## config.mk

```make
export PLATFORM = sky130hd
export DESIGN_NAME = event_logger
export DESIGN_NICKNAME = d
export VERILOG_FILES = /design/src/rtl/event_logger.sv
export SDC_FILE = /design/constraint.sdc
export NUM_CORES = 2
export LEC_CHECK = 0
export ABC_AREA = 1
export CORE_ASPECT_RATIO = 0.6
export CORE_MARGIN = 2
export CORE_UTILIZATION = 25
export CTS_CLUSTER_SIZE = 40
export DETAILED_ROUTE_END_ITERATION = 7
export GPL_TIMING_DRIVEN = 0
export PLACE_DENSITY_LB_ADDON = 0.1
export SLEW_MARGIN = 20
export SYNTH_ARGS = -nofsm -noshare
export SYNTH_HDL_FRONTEND = slang
export SYNTH_SLANG_ARGS = --single-unit
export TNS_END_PERCENT = 10
```

## constraint.sdc

```tcl
create_clock -name clk_dut -period 8.6 [get_ports clk_dut]
set_clock_uncertainty 0.15 [all_clocks]
set_input_delay 1.29 -clock clk_dut [delete_from_list [all_inputs] [get_ports clk_dut]]
set_output_delay 1.29 -clock clk_dut [all_outputs]
set_load 0.005 [all_outputs]
```

## src/rtl/event_logger.sv

```systemverilog
// -----------------------------------------------------------------------------
// event_logger
//   Capture buffer that sits downstream of the monitor. Every flagged event
//   stores one entry {operand a, operand b, DUT result, data index}. A host or
//   debug port drains the entries in arrival order over a valid/ready
//   handshake, so failures can be inspected next to the scoreboard totals.
//
// Parameters
//   WIDTH         width of operands and DUT result
//   DEPTH_LOG2    log2 of the number of buffer entries
//   STOP_ON_FULL  1: new events are dropped while full
//                 0: new events overwrite the oldest entry while full
//
// Ports
//   clk_dut     in   single clock, all logic on posedge
//   reset       in   synchronous, active-high
//   i_freeze    in   1 = ignore i_event (reads still allowed)
//   i_event     in   capture strobe, one entry per high cycle
//   i_dut_ia    in   operand a aligned to i_event
//   i_dut_ib    in   operand b aligned to i_event
//   i_dut_os    in   DUT result aligned to i_event
//   i_data_idx  in   scoreboard data counter at the event
//   i_rd_ready  in   consumer accepts the head entry when o_rd_valid=1
//   o_rd_valid  out  buffer non-empty, head entry valid
//   o_rd_a/b/os/idx out head entry fields (don't-care while o_rd_valid=0)
//   o_count     out  entries held, 0..2^DEPTH_LOG2
//   o_full      out  o_count == 2^DEPTH_LOG2
//   o_drop_ctr  out  events lost (dropped or overwritten), saturating
// -----------------------------------------------------------------------------
module event_logger #(
  parameter int WIDTH        = 16,
  parameter int DEPTH_LOG2   = 4,
  parameter bit STOP_ON_FULL = 1'b1
) (
  input  logic                  clk_dut,
  input  logic                  reset,
  input  logic                  i_freeze,
  input  logic                  i_event,
  input  logic [WIDTH-1:0]      i_dut_ia,
  input  logic [WIDTH-1:0]      i_dut_ib,
  input  logic [WIDTH-1:0]      i_dut_os,
  input  logic [31:0]           i_data_idx,
  input  logic                  i_rd_ready,
  output logic                  o_rd_valid,
  output logic [WIDTH-1:0]      o_rd_a,
  output logic [WIDTH-1:0]      o_rd_b,
  output logic [WIDTH-1:0]      o_rd_os,
  output logic [31:0]           o_rd_idx,
  output logic [DEPTH_LOG2:0]   o_count,
  output logic                  o_full,
  output logic [31:0]           o_drop_ctr
);

  localparam int                  DEPTH    = 1 << DEPTH_LOG2;
  localparam int                  ENTRY_W  = 3 * WIDTH + 32;
  localparam logic [DEPTH_LOG2:0] FULL_CNT = (DEPTH_LOG2 + 1)'(DEPTH);
  localparam logic                STOP     = STOP_ON_FULL;

  // Saturating increment: the loss counter sticks at all-ones.
  function automatic logic [31:0] sat_inc(input logic [31:0] v);
    sat_inc = (v == 32'hFFFF_FFFF) ? v : v + 32'd1;
  endfunction

  // Storage and head register carry data only; they are never reset.
  logic [ENTRY_W-1:0]    mem_q [DEPTH];
  logic [ENTRY_W-1:0]    head_q, head_d;
  logic [ENTRY_W-1:0]    wr_entry;

  logic [DEPTH_LOG2-1:0] wr_ptr_q, wr_ptr_d;
  logic [DEPTH_LOG2-1:0] rd_ptr_q, rd_ptr_d;
  logic [DEPTH_LOG2:0]   count_q, count_d;
  logic                  valid_q, valid_d;
  logic                  full_q, full_d;
  logic [31:0]           drop_q, drop_d;

  logic                  wr, pop, drop, do_write, adv_rd;

  assign wr_entry = {i_dut_ia, i_dut_ib, i_dut_os, i_data_idx};

  always_comb begin
    wr       = i_event & ~i_freeze;
    pop      = valid_q & i_rd_ready;
    // A write that finds the buffer full with no pop to make room is a loss,
    // either by discarding it or by evicting the oldest entry.
    drop     = wr & full_q & ~pop;
    do_write = wr & ~(drop & STOP);
    adv_rd   = pop | (drop & ~STOP);

    wr_ptr_d = do_write ? wr_ptr_q + 1'b1 : wr_ptr_q;
    rd_ptr_d = adv_rd   ? rd_ptr_q + 1'b1 : rd_ptr_q;

    count_d = count_q;
    case ({do_write, adv_rd})
      2'b10:   count_d = count_q + 1'b1;
      2'b01:   count_d = count_q - 1'b1;
      default: count_d = count_q;
    endcase

    valid_d = (count_d != '0);
    full_d  = (count_d == FULL_CNT);
    drop_d  = drop ? sat_inc(drop_q) : drop_q;

    // The head register holds what mem[rd_ptr] will contain after this edge,
    // so forward the incoming entry when it lands on the new head slot.
    if (do_write && (wr_ptr_q == rd_ptr_d)) begin
      head_d = wr_entry;
    end else begin
      head_d = mem_q[rd_ptr_d];
    end
  end

  always_ff @(posedge clk_dut) begin
    if (reset) begin
      wr_ptr_q <= '0;
      rd_ptr_q <= '0;
      count_q  <= '0;
      valid_q  <= 1'b0;
      full_q   <= 1'b0;
      drop_q   <= '0;
    end else begin
      wr_ptr_q <= wr_ptr_d;
      rd_ptr_q <= rd_ptr_d;
      count_q  <= count_d;
      valid_q  <= valid_d;
      full_q   <= full_d;
      drop_q   <= drop_d;
    end
  end

  always_ff @(posedge clk_dut) begin
    if (do_write && !reset) begin
      mem_q[wr_ptr_q] <= wr_entry;
    end
    head_q <= head_d;
  end

  assign o_rd_valid = valid_q;
  assign o_rd_a     = head_q[32 + 2*WIDTH +: WIDTH];
  assign o_rd_b     = head_q[32 + WIDTH   +: WIDTH];
  assign o_rd_os    = head_q[32           +: WIDTH];
  assign o_rd_idx   = head_q[31:0];
  assign o_count    = count_q;
  assign o_full     = full_q;
  assign o_drop_ctr = drop_q;

endmodule

```

**After elaboration in Yosys (flattened, before gate mapping)**

Memory sizes are Yosys's and may differ from the RTL's.
Index checks and enable logic that the tools add are counted.

- Bits of input ports: 85
- Output and inout port bits: 119
- Memory bits (writable): 1280
- Flip-flop bits (word level): 127
- Memories kept: 1
- Word-level logic and storage cells: 37

- Muxes and demuxes: 5
- Add/subtract/negate cells: 5
- Bitwise logic cells: 9
- Reduce and logical (&&, ||, !) cells: 5
- Equal/unequal tests: 5

Memories:

| name | words | width | read ports | clocked after Yosys merged registers in | write ports | RTL line | RTL |
|---|---|---|---|---|---|---|---|
| mem_q | 16 | 80 | 1 | 0 | 1 | 65 | `logic [ENTRY_W-1:0] mem_q [DEPTH];` |

Operators with widths:

| cell | count |
|---|---|
| 2-to-1 mux 80 bit | 1 |
| adder 32 x 1 -> 32 bit, second input constant | 1 |
| == test 32 bit, second input constant | 1 |
| one-hot mux 5 bit (2 select lines) | 1 |
| adder 4 x 1 -> 4 bit, second input constant | 2 |
| adder 5 x 1 -> 5 bit, second input constant | 1 |
| AND 1 bit | 5 |
| == test 5 bit, second input constant | 1 |
| nonzero test 5 bit | 1 |
| subtractor 5 x 1 -> 5 bit, second input constant | 1 |
| == test 4 bit | 1 |
| 2-to-1 mux 4 bit | 1 |
| NOT 1 bit | 4 |
| == test 2 x 1 -> 1 bit, second input constant | 1 |
| == test 2 bit, second input constant | 1 |
| logical AND 1 bit | 2 |
| 2-to-1 mux 1 bit | 2 |
| AND reduction 2 bit | 1 |
| logical NOT 1 bit | 1 |

**Logic depth before layout (Yosys ltp)**

- Depth in word-level cells: 9
- Gate-level depth with buffers: 15
- Gate-level depth less buffers: 15

**Worst setup path before layout**

OpenSTA, ideal clock, no wires.

- Kind: input to register
- From: input port i_event
- To: memory mem_q[14][0] (netlist bit), enable pin
- Path buffers: 0
- Cell stages on the path: 6
- Arrival: 7.252 ns
- Data required time: 7.833 ns
- Slack: 0.582 ns
- Library setup time: 0.617 ns
- Cells stage by stage: inv_1 > nor2_1 > nand2_1 > nor2_1 > inv_1 > nor3_1

- Word-level cells in the longest chain between the ends: 8

Ends and longest elaborated chain:

| what | RTL line | RTL |
|---|---|---|
| start, declared | 38 | `input logic i_event,` |
| AND 1 bit (*) | 81 | `wr = i_event & ~i_freeze;` |
| AND 1 bit (2 in series) | 85 | `drop = wr & full_q & ~pop;` |
| NOT 1 bit | 86 | `do_write = wr & ~(drop & STOP);` |
| AND 1 bit (*) | 86 |  |
| logical AND 1 bit (*) | 131 | `if (do_write && !reset) begin` |
| 2-to-1 mux 1 bit (*) | 131 |  |
| 2-to-1 mux 1 bit (not written as such) (*) | 132 | `mem_q[wr_ptr_q] <= wr_entry;` |
| end, declared | 65 |  |

Mark *: on every way between the ends. The rest lies on a longest branch, timed or not.

**Worst setup path after layout**

- From: input port i_rd_ready
- To: register head_q[69]

- Word-level cells in the longest chain between the ends: 7
- Elaborated cells on any way between the ends: 10
- Those cells by class: 1 x eq/ne; 2 x mux; 5 x bitwise; 1 x reduce/logical; 1 x memory

Ends and longest elaborated chain:

| what | RTL line | RTL |
|---|---|---|
| start, declared | 43 | `input logic i_rd_ready,` |
| AND 1 bit (*) | 82 | `pop = valid_q & i_rd_ready;` |
| parallel branches: the longest is 5 deep, another holds memory read (16 x 80 bit) | -- |  |
| 2-to-1 mux 80 bit (*) | 105 | `if (do_write && (wr_ptr_q == rd_ptr_d)) begin` |
| named net head_d[69] | 66 | `logic [ENTRY_W-1:0] head_q, head_d;` |
| end signal, assigned | 134 | `head_q <= head_d;` |
| end, declared | 66 |  |

Mark *: on every way through the listed nets, which the timed path passes.
A chain may end at the register's enable or synchronous reset.

==> run metrics <==
post-synthesis sequential area ratio=67.5%; Hold Violations, Final=0; most frequent CP cell=nand2_1; vias in the first global route=40600; Data arrival, critical path=5.72 ns; Setup Buffers After CTS=0; Num CTS Buffers=164; H-tree levels=4; type of the worst setup path=input port to register; cell taking the most area after synthesis=edfxtp_1; type of origin of the critical path=input port; Worst Setup Slack, final=3.43 ns; Yosys warning total=0; grt ovf=0; leakage power=28.6 nW; Setup WS pre-CTS=2.78 ns; DRC Markers=0; peak supply drop=0.149 mV; Post-DP HPWL=155000 µm; Syn Inst Count=5717; Die X=640 µm; final max-slew violation count=0; share of cells above drive strength 1=9.46%; Critical Path Fanout Max=11; initial antenna violation count=15; RSZ-0062 raised after global routing=false; Core ar.=0.242 mm²; gr usage total=17.4%; Yosys reg bits=1407; Port Buf Inserts=203; Longest Clk Path Bufs=4; hold buffers post-CTS=0; Starting Density=25.1%; Core Rows=140; vias=42300; Layout Area Growth over Synthesis=21.2%; minimum clock period=5.17 ns; CP endpoint kind=register; Power Total=0.0203 W; footprint of the multi-input gates=0.0155 mm²; synth unique cells=28; Die H=386 µm; final-layout fill cell count=25000; max_cap viols=0; CTS tree=yes; status=completed; gpl congestion=0.813; Initial DRT Pass Iterations=5; Worst-Margin Slew=1.09 ns; routed len/inst=22.7 µm; power density over the cells=276 mW/mm²; Clock Root Buffer=clkbuf_16; Rel. slew slack=27.2%; top cells by area, synth=edfxtp_1, nand3_1, nand2_1; post-cts resize count=0; die area=0.247 mm²; Max Freq=193 MHz; endpoints failing setup=0; Net Count, Synth=5812; Worst Hold Class=register to register; DP Area=0.0684 mm²; Post-DRT Antenna Nets=0; Synth Area per Inst=10.6 µm²; post-synthesis cell area=0.0607 mm²; TNS Setup=0 ns; CP Data Required Time=9.15 ns; post-synth top area share=63.4%; DR iter-0 viols=3653; first-pass GRT wire length=308000 µm; clock-pin slew on the worst setup and hold paths=0.06 ns; routed wire length=219000 µm; CP Cell Sequence=clkdlybuf4s50_1, nand2_2, inv_2, nand2_1, nand2_1, nand2_2, inv_2, buf_2, buf_2, nand3_1, nand3_1, nand2_1, nand2_1, nand2_1; Final Cycle Share=60.2%; pin count of the biggest net entering global routing=27; Via density=4.40; num ports=204; CTS Sinks=1407; slowest cell delay on critical path=0.80 ns; Clk Latency, worst-skew pair=0.82 ns; CP max-delay cell=inv_2; Layout Utilization=30.4%; nets@finish=6311; register area=0.0410 mm²; design area=0.0736 mm²
==> where the power goes <==
part	leakage [nW]	internal, W	total (W)	switching [W]
Sequential	12.6	0.00770	0.00778	0.0000755
Combinational	13.5	0.00167	0.00560	0.00393
Clock	2.48	0.00396	0.00691	0.00295
==> cells by family (layout without fill, tap and decap cells) <==
family / after synthesis / count (layout) / synth area share (%)
flip-flops: 1407 / 1407 / 67.5
XOR/XNOR: 20 / 20 / 0.289
AND/OR/NAND/NOR: 3186 / 3186 / 24.5
buffers and inverters: 1048 / 1664 / 7.06
other: 0 / 14 / 0
AO/OA/AOI/OAI: 46 / 46 / 0.394
adder cells (fa/ha/maj): 10 / 10 / 0.219
==> state kept, by name (all words and copies together) (netlist names) <==
signal      cells
head_q         80
mem_q        1280
o_count         5
o_drop_ctr     32
o_full          1
o_rd_valid      1
rd_ptr_q        4
wr_ptr_q        4
==> area by class of cell <==
class | count | area share, %
Buffer | 360 | 2.32
Antenna cell | 14 | 0.0476
Tap cell | 3266 | 5.56
Inverter | 688 | 3.51
Clock buffer | 206 | 6.11
Multi-Input combinational cell | 3262 | 21.1
Sequential cell | 1407 | 55.7
Clock inverter | 77 | 0.840
Timing Repair Buffer | 333 | 4.81
==> worst max-delay path, delay by kind of cell <==
family | cells | cell delay, ns
buffers and inverters | 5 | 2.75
AND/OR/NAND/NOR | 9 | 1.59
==> cell usage after synthesis <==
cell type / count
ha_1: 9
nor2_1: 73
inv_2: 4
xor2_1: 12
dfxtp_1: 127
nand3b_1: 325
nand2_1: 1460
fa_1: 1
buf_6: 8
o21ai_2: 1
nand4_1: 7
o21bai_1: 1
inv_1: 684
nor2_4: 1
o21a_1: 1
buf_4: 11
edfxtp_1: 1280
o21ai_0: 11
nor4_1: 1
buf_1: 46
nand3_1: 1298
nor3_1: 16
a21oi_1: 32
nand2_2: 4
xnor2_1: 8
buf_2: 198
clkbuf_1: 97
or2_2: 1
==> final timing paths <==
path | startpoint | to | slack (ns) | cells after the start
worst max-delay path | i_rd_ready | head_q[69] | 3.43 | 14
worst min-delay path | o_drop_ctr[0] | o_drop_ctr[0] | 0.37 | 2
worst max register to register | o_rd_valid | head_q[69] | 4.04 | 13
worst min register to register | o_drop_ctr[0] | o_drop_ctr[0] | 0.37 | 2
==> layout by cell type, fill, tap and decap left out, types with 97 or more instances in the layout <==
| cell type | Yosys | routed |
|---|---|---|
| buf_2 | 198 | 198 |
| clkdlybuf4s50_1 | 0 | 203 |
| clkbuf_1 | 97 | 121 |
| inv_1 | 684 | 684 |
| edfxtp_1 | 1280 | 1280 |
| buf_4 | 11 | 97 |
| nand3_1 | 1298 | 1298 |
| nand3b_1 | 325 | 325 |
| dfxtp_1 | 127 | 127 |
| clkbuf_16 | 0 | 172 |
| nand2_1 | 1460 | 1460 |
==> routing by layer <==
metal  global-route usage, %  vias up  routed length, µm
li1                        -    20400                  -
met1                    28.0    20500             116000
met2                    23.4     1097              84400
met3                    3.23      263              13100
met4                    3.79        0               4760
met5                       0        -                  0
==> through the flow <==
stage                     std cells  hold slack (ns)
after detailed placement       9316            0.357
after global placement         9186            0.337
after CTS                      9599            0.372
after floorplan                5717            0.334
final                          9613            0.368
after global routing           9599            0.417
Note: power is estimated with default switching activity, not from simulation.
